### config.mk
export PLATFORM = sky130hd
export DESIGN_NAME = rc_tdc_multi
export DESIGN_NICKNAME = d
export VERILOG_FILES = /design/src/rtl/rc_tdc_pkg.sv /design/src/rtl/rc_tdc_sync2.sv /design/src/rtl/rc_tdc_multi.sv
export SDC_FILE = /design/constraint.sdc
export NUM_CORES = 1
export LEC_CHECK = 0
export ABC_AREA = 1
export CORE_MARGIN = 3
export CORE_UTILIZATION = 35
export DETAILED_ROUTE_END_ITERATION = 7
export PLACE_DENSITY_LB_ADDON = 0.25
export RECOVER_POWER = 100
export SLEW_MARGIN = 20
export SYNTH_ARGS = -nofsm -noshare
export SYNTH_HDL_FRONTEND = slang
export SYNTH_HIERARCHICAL = 1
export SYNTH_SLANG_ARGS = --single-unit
### constraint.sdc
create_clock -name clk -period 5.7 [get_ports clk]
set_clock_uncertainty 0.05 [all_clocks]
set_input_delay 1.425 -clock clk [delete_from_list [all_inputs] [get_ports clk]]
set_output_delay 1.425 -clock clk [all_outputs]
set_load 0.03 [all_outputs]
### src/rtl/rc_tdc_pkg.sv
// Shared FSM encoding and default parameter values for the RC time-to-digital converter.
// Latency: none (declarations only).
// Backpressure: none (declarations only).
package rc_tdc_pkg;

   localparam int          DEF_NUM_CH      = 4;
   localparam int          DEF_CNT_W       = 24;
   localparam int          DEF_OUT_W       = 8;
   localparam int unsigned DEF_SCALE_K     = 1;
   localparam int          DEF_SCALE_SHIFT = 0;
   localparam int          DEF_DISCH_CYC   = 1024;

   typedef enum logic [2:0] {
      ST_IDLE      = 3'd0,
      ST_SELECT    = 3'd1,
      ST_CHARGE    = 3'd2,
      ST_SCALE     = 3'd3,
      ST_RESULT    = 3'd4,
      ST_DISCHARGE = 3'd5
   } state_t;

endpackage

### src/rtl/rc_tdc_sync2.sv
// Two-flop synchronizer bank for the asynchronous comparator inputs.
// Latency: 2 clk cycles from async_bits to sync_bits.
// Backpressure: none; samples every cycle.
module rc_tdc_sync2 #(
   parameter int WIDTH = 1
) (
   input  logic             clk,
   input  logic             reset,
   input  logic [WIDTH-1:0] async_bits,
   output logic [WIDTH-1:0] sync_bits
);

   logic [WIDTH-1:0] meta;

   // First stage may go metastable; second stage gives it a full cycle to resolve.
   always_ff @(posedge clk) begin
      if (reset) begin
         meta      <= '0;
         sync_bits <= '0;
      end else begin
         meta      <= async_bits;
         sync_bits <= meta;
      end
   end

endmodule

### src/rtl/rc_tdc_multi.sv
// Multi-channel RC charge-time measurement: scans enabled channels, times each charge, scales to resistance.
// Latency: step_in edge to res_valid = 2 sync + 1 capture + 1 scale cycles.
// Backpressure: result held stable while res_ready is low; scan stalls in RESULT until accepted.
module rc_tdc_multi
   import rc_tdc_pkg::*;
#(
   parameter int          NUM_CH      = DEF_NUM_CH,
   parameter int          CNT_W       = DEF_CNT_W,
   parameter int          OUT_W       = DEF_OUT_W,
   parameter int unsigned SCALE_K     = DEF_SCALE_K,
   parameter int          SCALE_SHIFT = DEF_SCALE_SHIFT,
   parameter int          DISCH_CYC   = DEF_DISCH_CYC,
   localparam int         CH_W        = (NUM_CH > 1) ? $clog2(NUM_CH) : 1
) (
   input  logic              clk,
   input  logic              reset,
   input  logic              start,
   input  logic              mode_cont,
   input  logic [NUM_CH-1:0] ch_mask,
   input  logic [NUM_CH-1:0] step_in,
   output logic [NUM_CH-1:0] step_set,
   output logic [OUT_W-1:0]  res_out,
   output logic [CH_W-1:0]   res_ch,
   output logic              res_ovf,
   output logic              res_valid,
   input  logic              res_ready,
   output logic              busy
);

   // Pointer must be able to hold NUM_CH (one past the last channel) after a discharge.
   localparam int              PTR_W   = $clog2(NUM_CH + 1);
   localparam int              DC_W    = (DISCH_CYC > 1) ? $clog2(DISCH_CYC) : 1;
   localparam int              PROD_W  = CNT_W + 32;
   localparam logic [CNT_W-1:0] CNT_MAX = '1;
   localparam logic [OUT_W-1:0] OUT_MAX = '1;
   localparam logic [DC_W-1:0]  DC_LAST = DC_W'(DISCH_CYC - 1);

   state_t            state;
   logic [NUM_CH-1:0] step_sync;
   logic [CH_W-1:0]   ch;
   logic [PTR_W-1:0]  ptr;
   logic [CNT_W-1:0]  cnt;
   logic [CNT_W-1:0]  cap_cnt;
   logic              cap_ovf;
   logic [DC_W-1:0]   dcnt;
   logic              single_pass;

   logic              fwd_hit;
   logic              any_hit;
   logic [CH_W-1:0]   fwd_ch;
   logic [CH_W-1:0]   first_ch;
   logic              pick_vld;
   logic [CH_W-1:0]   pick_ch;

   logic [PROD_W-1:0] prod;
   logic [PROD_W-1:0] shifted;
   logic [OUT_W-1:0]  scaled;

   rc_tdc_sync2 #(.WIDTH(NUM_CH)) u_sync (
      .clk        (clk),
      .reset      (reset),
      .async_bits (step_in),
      .sync_bits  (step_sync)
   );

   // Priority pick: lowest enabled channel at/after the pointer, and lowest enabled overall for wrap.
   always_comb begin
      fwd_hit  = 1'b0;
      any_hit  = 1'b0;
      fwd_ch   = '0;
      first_ch = '0;
      for (int i = NUM_CH - 1; i >= 0; i--) begin
         if (ch_mask[i]) begin
            any_hit  = 1'b1;
            first_ch = CH_W'(i);
            if (i >= int'(ptr)) begin
               fwd_hit = 1'b1;
               fwd_ch  = CH_W'(i);
            end
         end
      end
   end

   // A single pass ends at the top of the mask; a continuous scan wraps while mode_cont stays high.
   assign pick_vld = single_pass ? fwd_hit : (mode_cont && any_hit);
   assign pick_ch  = fwd_hit ? fwd_ch : first_ch;

   // Full-precision scaling with saturation to the output width.
   assign prod    = PROD_W'(cap_cnt) * PROD_W'(SCALE_K);
   assign shifted = prod >> SCALE_SHIFT;
   assign scaled  = (shifted > PROD_W'(OUT_MAX)) ? OUT_MAX : shifted[OUT_W-1:0];

   assign busy = (state != ST_IDLE);

   // Scan controller: all outputs registered so step_set is glitch-free on the RC pins.
   always_ff @(posedge clk) begin
      if (reset) begin
         state       <= ST_IDLE;
         step_set    <= '0;
         res_valid   <= 1'b0;
         res_out     <= '0;
         res_ch      <= '0;
         res_ovf     <= 1'b0;
         ch          <= '0;
         ptr         <= '0;
         cnt         <= '0;
         cap_cnt     <= '0;
         cap_ovf     <= 1'b0;
         dcnt        <= '0;
         single_pass <= 1'b0;
      end else begin
         unique case (state)
            ST_IDLE: begin
               if ((start || mode_cont) && (ch_mask != '0)) begin
                  ptr         <= '0;
                  single_pass <= start;
                  state       <= ST_SELECT;
               end
            end
            ST_SELECT: begin
               if (pick_vld) begin
                  ch       <= pick_ch;
                  cnt      <= '0;
                  step_set <= NUM_CH'(1) << pick_ch;
                  state    <= ST_CHARGE;
               end else begin
                  state <= ST_IDLE;
               end
            end
            ST_CHARGE: begin
               if (step_sync[ch]) begin
                  cap_cnt  <= cnt;
                  cap_ovf  <= 1'b0;
                  step_set <= '0;
                  state    <= ST_SCALE;
               end else if (cnt == CNT_MAX) begin
                  cap_cnt  <= CNT_MAX;
                  cap_ovf  <= 1'b1;
                  step_set <= '0;
                  state    <= ST_SCALE;
               end else begin
                  cnt <= cnt + CNT_W'(1);
               end
            end
            ST_SCALE: begin
               res_out   <= scaled;
               res_ch    <= ch;
               res_ovf   <= cap_ovf;
               res_valid <= 1'b1;
               state     <= ST_RESULT;
            end
            ST_RESULT: begin
               if (res_ready) begin
                  res_valid <= 1'b0;
                  dcnt      <= '0;
                  state     <= ST_DISCHARGE;
               end
            end
            ST_DISCHARGE: begin
               if (dcnt == DC_LAST) begin
                  ptr   <= PTR_W'(ch) + PTR_W'(1);
                  state <= ST_SELECT;
               end else begin
                  dcnt <= dcnt + DC_W'(1);
               end
            end
            default: begin
               step_set <= '0;
               state    <= ST_IDLE;
            end
         endcase
      end
   end

endmodule
# --- Word-level counts from Yosys, hierarchy flattened ---
# Index checks and enable logic that the tools add are counted.
op_classes:
  n_lt_le_gt_ge: 6
  bitwise: 1
  muxes: 56
  n_reduce_logical: 21
  n_shift: 1
  add_sub_neg: 3
  n_eq_ne: 15
ops:
  columns: ["cell", "n"]
  rows:
  - ["24-bit two-way mux", 5]
  - ["24-bit one-hot mux with 2 select lines", 1]
  - ["2-bit two-way mux", 14]
  - ["24-bit by 1-bit adder with 24-bit output (second input constant)", 1]
  - ["24-bit equality test (second input constant)", 1]
  - ["24-bit by 8-bit greater-than comparator with 1-bit output (second input constant)", 1]
  - ["3-bit two-way mux", 7]
  - ["10-bit two-way mux", 2]
  - ["10-bit one-hot mux with 2 select lines", 1]
  - ["3-bit one-hot mux with 6 select lines", 1]
  - ["1-bit two-way mux", 17]
  - ["2-bit != test (second input constant)", 7]
  - ["4-bit two-way mux", 3]
  - ["4-bit one-hot mux with 3 select lines", 1]
  - ["10-bit by 1-bit adder with 10-bit output (second input constant)", 1]
  - ["10-bit equality test (second input constant)", 1]
  - ["2-bit nonzero test", 5]
  - ["3-bit AND reduction", 3]
  - ["8-bit two-way mux", 1]
  - ["2-bit AND reduction", 4]
  - ["4-bit AND reduction", 2]
  - ["3-bit by 2-bit equality test with 1-bit output (second input constant)", 2]
  - ["3-bit equality test (second input constant)", 2]
  - ["1-bit by 3-bit >= comparator with 1-bit output (first input constant)", 2]
  - ["16 further kinds", 18]
totals:
  elab_cells: 118
  regBits: 92
  inputBits: 13

# --- Depth between registers and ports, before layout ---
logic_depth:
  word_depth: 13
  mapped_depth: 13
  mapped_depth_nobuf: 13

# --- Hierarchy ---
# The synthesis kept the hierarchy.
by_module_without_submodules:
  columns: ["module", "area_per_inst_um2", "instances", "cells_per_inst", "seq_area_each_um2"]
  rows:
  - ["rc_tdc_multi", 4362.9, 1, 666, 1681.6]
  - ["rc_tdc_sync2", 231.5, 1, 25, 160.2]

# --- Worst setup path before layout ---
# OpenSTA, ideal clock, no wires.
synth_path:
  path_kind: "input to register"
  startpoint: "input ch_mask[2]"
  endpoint: "register cnt[20]"
  path_buffers: 2
  setup_slack_ns: 3.071
  arrival_time_ns: 2.509
  cell_stages: 11
  required_ns: 5.580
  setup_ns: 0.070
  cell_sequence: "inv_1 nor2_1 a21oi_1 nand3_1 nand2_1 nand2_1 buf_2 nand3_4 buf_6 nand2_1 a21oi_2"
synth_via:
  elab_chain_cells: 8
  elab_cells_between_ends: 12
  cone_classes: "eq/ne: 1; mux: 9; reduce/logical: 2"
synth_lines:
  columns: ["item", "line_no", "text"]
  rows:
  - ["start: declaration", "rc_tdc_multi.sv:19", "input logic [NUM_CH-1:0] ch_mask,"]
  - ["1-bit two-way mux", "rc_tdc_multi.sv:73", "if (ch_mask[i]) begin"]
  - ["1-bit two-way mux", "rc_tdc_multi.sv:76", "if (i >= int'(ptr)) begin"]
  - ["1-bit two-way mux", "rc_tdc_multi.sv:73", null]
  - ["1-bit two-way mux", "rc_tdc_multi.sv:76", null]
  - ["1-bit two-way mux", "rc_tdc_multi.sv:73", null]
  - ["1-bit two-way mux (*)", "rc_tdc_multi.sv:85", "assign pick_vld = single_pass ? fwd_hit : (mode_cont && any_hit);"]
  - ["2-bit != test (no line) (*)", null, null]
  - ["4-bit AND reduction (no line) (*)", null, null]
  - ["end signal: assignment", "rc_tdc_multi.sv:142", "cnt <= cnt + CNT_W'(1);"]
  - ["end: declaration", "rc_tdc_multi.sv:42", "logic [CNT_W-1:0] cnt;"]
# Every way passes the cells marked *; elsewhere a longest branch is shown, timed or not.
# A chain may end at the register's enable or synchronous reset.

# --- Worst setup path in the final report ---
layout_path:
  startpoint: "input ch_mask[1]"
  endpoint: "register cnt[16]"
layout_via:
  elab_chain_cells: 6
  elab_cells_between_ends: 9
  cone_classes: "eq/ne: 1; mux: 6; reduce/logical: 2"
layout_lines:
  columns: ["item", "line_no"]
  rows:
  - ["1-bit two-way mux", "rc_tdc_multi.sv:73"]
  - ["1-bit two-way mux (on tied branches)", "rc_tdc_multi.sv:76, rc_tdc_multi.sv:73"]
  - ["1-bit two-way mux or 1-bit logical AND (tied branches)", "rc_tdc_multi.sv:73, rc_tdc_multi.sv:85"]
  - ["1-bit two-way mux (*)", "rc_tdc_multi.sv:85"]
  - ["2-bit != test (no line) (*)", null]
  - ["4-bit AND reduction (no line) (*)", null]
# Marked as above.

==> impl_summary.md <==
Outcome
The flow ran to the end, and the final reports show no timing, DRC or antenna violations.

STA
The number of hold violations in the final report is 0. Setup repair after global routing left no endpoint under its margin. The maximum frequency from static timing analysis is 270.0 MHz. The final-report max-slew violation count came to 0. The accumulated negative setup slack is 0 ns. At the pin with the least slew margin, the transition time is 1.013 ns. Setup violations remaining at the end of the flow were counted as 0. The smallest clock period supported by the final layout is computed as 3.704 ns. The final cycle utilization of the critical path is 0.6498.

The max-slew headroom at the worst pin is 0.3202.

Yosys
The area of the mapped netlist is 4594 sq um. For this run, the register share of the synthesized area comes to 0.4009. After technology mapping, the gate count stands at 691. The area share of the largest cell type after synthesis is 0.4009. Sorting the synthesized cells by area gives the leading types as sky130_fd_sc_hd__dfxtp_1, sky130_fd_sc_hd__nand2_1, sky130_fd_sc_hd__nor2_1, sky130_fd_sc_hd__inv_1, sky130_fd_sc_hd__o21ai_0.

The average instance in the mapped netlist occupies 6.649 sq um. The number of nets produced by synthesis is roughly 710. The post-synthesis register bit count is 92. The netlist uses 34 different library cells.

Yosys printed 6 warnings. Of all cell types, the one taking the most synthesized area is sky130_fd_sc_hd__dfxtp_1.

Clock network
For this design, the CTS-stage hold fixing added 0 buffers. The clock tree from TritonCTS is done. For the worst-skew pair, the clock arrives at the later sink with an insertion delay of around 0.34 ns. After clock tree synthesis, the clock-pin slew on the worst setup and hold paths is 0.06 ns. Buffers added to address setup during post-CTS repair amount to 0. The CTS sink count is 92. The maximum root-to-sink buffer count is 2. The H-tree was split into 3 levels. The quantity of gates resized following cts is 0. The root buffer cell chosen for the clock tree is sky130_fd_sc_hd__clkbuf_16. Counting the buffers created by CTS gives 9.

Power and ir drop
The leakage dissipation is 2.054 nW. Dividing total power by cell area gives a power density of 315.1 nW/um^2. IR analysis of the VDD net gives a maximum drop of 147.0 uV. The total design power is roughly 1.7 mW.

Die
The initialized floorplan defines 41 standard-cell rows. The initial cell density of the core is 0.3611. The width of the chip is 120.6 um. In this run the vertical extent of the chip is roughly 120 um. The overall die area is 14540 sq um. The number of primary I/O pins is 30. The core box area is 12720 sq um.

Critical path
The category of the worst setup path capture point is a flop. The worst setup path is launched from a primary input. The required time of the worst setup path is just under 6 ns. The critical path in this run is classified as in2reg. The setup check on the worst reg-to-reg path leaves a slack of 2.46 ns.

In this run the worst path has a maximum fanout of 24. At the worst endpoint, the arrival time is 3.86 ns.

Final layout
Counting the fill cells in the layout gives 1386. Across the whole layout, storage elements account for 1842 sq um. Once layout is complete, the cells apart from fillers number 884. In the final layout, the multi-input gates occupy roughly 2400 sq um. At the end of the flow, the number of nets in the layout was about 720.

The ratio of cells with drive above 1 in the final layout is 0.05758. The number of antenna diodes in the final layout is 0. The area growth from synthesis to layout is 14.11%.

Placement
The HPWL after detailed placement is between 7000 and 8000 um. The count of input and output buffers is 29. The global placer's final weighted congestion is 0.9489. The number of placed instances, taps included, is 868.

Routing
The overall via count from detail_route is 4255. The iteration-0 DRC count of the detailed router is between 300 and 400. The sum of routed wire length over all layers is roughly 11000 um.

The pre-antenna-repair detailed-routing pass consisted of 4 iterations. After detailed routing, the number of vias per cell comes to 4.813. The count of antenna-violating nets left after detailed routing is 0. The routed wirelength normalized by instance count is approximately 12 um. In the routed design, unresolved DRC markers number 0.

Job
Max-cap violations in this run came to 0.

GRT
After global routing the overflow that remains totals 0. The number of antenna violations at the first check in global routing came to 0. Entering global routing, the biggest net connects 48 pins. The first global-routing pass estimated 18570 um of wire.

The overall global routing resource usage is 0.1558. The via count of the first global-routing pass was 3966.

Worst hold path
The type of the tightest min-delay check is reg2reg.
metal layers:
layer / part of all wire / global-route usage
met4: 0.020 / 0.06303
met2: 0.44 / 0.2497
met1: 0.49 / 0.2052
met3: 0.045 / 0.03181
met5: 0 / 0
Yosys cell counts:
cell type / n
sky130_fd_sc_hd__inv_1: 57
sky130_fd_sc_hd__nor4_1: 2
sky130_fd_sc_hd__a31o_2: 1
sky130_fd_sc_hd__nand3_1: 34
sky130_fd_sc_hd__ha_1: 3
sky130_fd_sc_hd__buf_1: 2
sky130_fd_sc_hd__nand2_1: 163
sky130_fd_sc_hd__and3_1: 2
sky130_fd_sc_hd__nor3_1: 5
sky130_fd_sc_hd__o21ai_0: 37
sky130_fd_sc_hd__buf_2: 5
sky130_fd_sc_hd__nor2_2: 1
sky130_fd_sc_hd__dfxtp_1: 92
sky130_fd_sc_hd__nor3b_1: 1
sky130_fd_sc_hd__o21a_1: 1
sky130_fd_sc_hd__nand4_1: 17
sky130_fd_sc_hd__inv_2: 4
sky130_fd_sc_hd__nor2_1: 160
sky130_fd_sc_hd__clkbuf_1: 13
sky130_fd_sc_hd__o211a_1: 1
sky130_fd_sc_hd__o211ai_1: 1
sky130_fd_sc_hd__o31ai_1: 9
sky130_fd_sc_hd__xor2_1: 6
sky130_fd_sc_hd__a21oi_2: 12
sky130_fd_sc_hd__nor2_4: 3
sky130_fd_sc_hd__nand3b_1: 2
sky130_fd_sc_hd__buf_6: 4
sky130_fd_sc_hd__buf_4: 1
sky130_fd_sc_hd__a21oi_1: 36
sky130_fd_sc_hd__o21ai_1: 2
sky130_fd_sc_hd__or2_2: 3
sky130_fd_sc_hd__xnor2_1: 7
sky130_fd_sc_hd__nand2_2: 3
sky130_fd_sc_hd__nand3_4: 1
sequential cells by signal, summed over array words and instances (netlist names), 2 cells and up:
register,cells
cap_cnt,24
step_set,4
res_out,8
cnt,24
ptr,3
dcnt,10
ch,2
state,3
u_sync/meta,4
u_sync/sync_bits,4
res_ch,2
power breakdown:
| part | internal [mW] | switching, mW | total [mW] | leakage [nW] |
|---|---|---|---|---|
| logic | 0.106 | 0.259 | 0.364 | 1.17 |
| clock network | 0.320 | 0.243 | 0.563 | 0.136 |
| registers | 0.689 | 0.0352 | 0.724 | 0.746 |
| total | 1.11 | 0.537 | 1.65 | 2.05 |
worst max-delay path, cell delays in order:
cell and delay [ns]:
sky130_fd_sc_hd__dlygate4sd3_1 0.58, sky130_fd_sc_hd__inv_1 0.08, sky130_fd_sc_hd__nand4_1 0.12, sky130_fd_sc_hd__nand2_1 0.08, sky130_fd_sc_hd__nand2_1 0.08, sky130_fd_sc_hd__nand2_1 0.05, sky130_fd_sc_hd__nand2_1 0.27, sky130_fd_sc_hd__nand3_1 0.76
sky130_fd_sc_hd__nand2_1 0.32, sky130_fd_sc_hd__a21oi_2 0.08
cell type report:
type / instances / area share
multi-input cells: 513 / 0.4544
flip-flops and latches: 92 / 0.3513
repair buffers: 30 / 0.05585
clock buffers: 13 / 0.04964
inverters: 61 / 0.04368
well taps: 172 / 0.04105
clock inverters: 3 / 0.004057
worst paths after layout:
| kind | start | endpoint | cells after the start |
|---|---|---|---|
| setup / recovery | ch_mask[1] | cnt[16]$_SDFFE_PP0P_ | 10 |
| hold / removal | u_sync/meta[1]$_SDFF_PP0_ | u_sync/sync_bits[1]$_SDFF_PP0_ | 2 |
| setup reg to reg | state[0]$_SDFFE_PP0P_ | cnt[16]$_SDFFE_PP0P_ | 7 |
| hold reg to reg | u_sync/meta[1]$_SDFF_PP0_ | u_sync/sync_bits[1]$_SDFF_PP0_ | 2 |
per-stage QoR:
step | setup WS [ns] | util | hold WS, ns | area (sq um)
2_1_floorplan | 3.071 | - | 0.3383 | 4594
3_3_place_gp | 1.995 | 0.3905 | 0.3427 | 4969
3_5_place_dp | 1.906 | 0.3905 | 0.3451 | 4969
4_1_cts | 2.240 | 0.4127 | 0.3540 | 5250
5_1_grt | 1.767 | 0.4121 | 0.3709 | 5243
6_report | 1.996 | 0.4121 | 0.3529 | 5243
logic make-up after synthesis:
group | share of synthesized area
compound gates | 0.1266
buf+inv | 0.07898
fa+ha+maj | 0.008171
flops | 0.4009
xor+xnor | 0.02478
simple gates | 0.3606
cells in the final DEF (no fill, tap or decap), types with 2 or more instances in the layout:
cell and n:
sky130_fd_sc_hd__a21oi_1 38, sky130_fd_sc_hd__a21oi_2 9, sky130_fd_sc_hd__and3_1 2, sky130_fd_sc_hd__clkbuf_1 2
sky130_fd_sc_hd__clkbuf_16 9, sky130_fd_sc_hd__clkbuf_8 2, sky130_fd_sc_hd__clkdlybuf4s50_1 9, sky130_fd_sc_hd__dfxtp_1 92
sky130_fd_sc_hd__dlygate4sd3_1 19, sky130_fd_sc_hd__ha_1 3, sky130_fd_sc_hd__inv_1 57, sky130_fd_sc_hd__inv_2 3
sky130_fd_sc_hd__nand2_1 163, sky130_fd_sc_hd__nand2_2 3, sky130_fd_sc_hd__nand3_1 34, sky130_fd_sc_hd__nand3b_1 2
sky130_fd_sc_hd__nand4_1 17, sky130_fd_sc_hd__nor2_1 160, sky130_fd_sc_hd__nor2_4 3, sky130_fd_sc_hd__nor3_1 5
sky130_fd_sc_hd__nor4_1 2, sky130_fd_sc_hd__o21ai_0 37, sky130_fd_sc_hd__o21ai_1 2, sky130_fd_sc_hd__o31ai_1 9
sky130_fd_sc_hd__or2_2 3, sky130_fd_sc_hd__xnor2_1 7, sky130_fd_sc_hd__xor2_1 6
No activity file was read; power rests on OpenSTA's default activity.
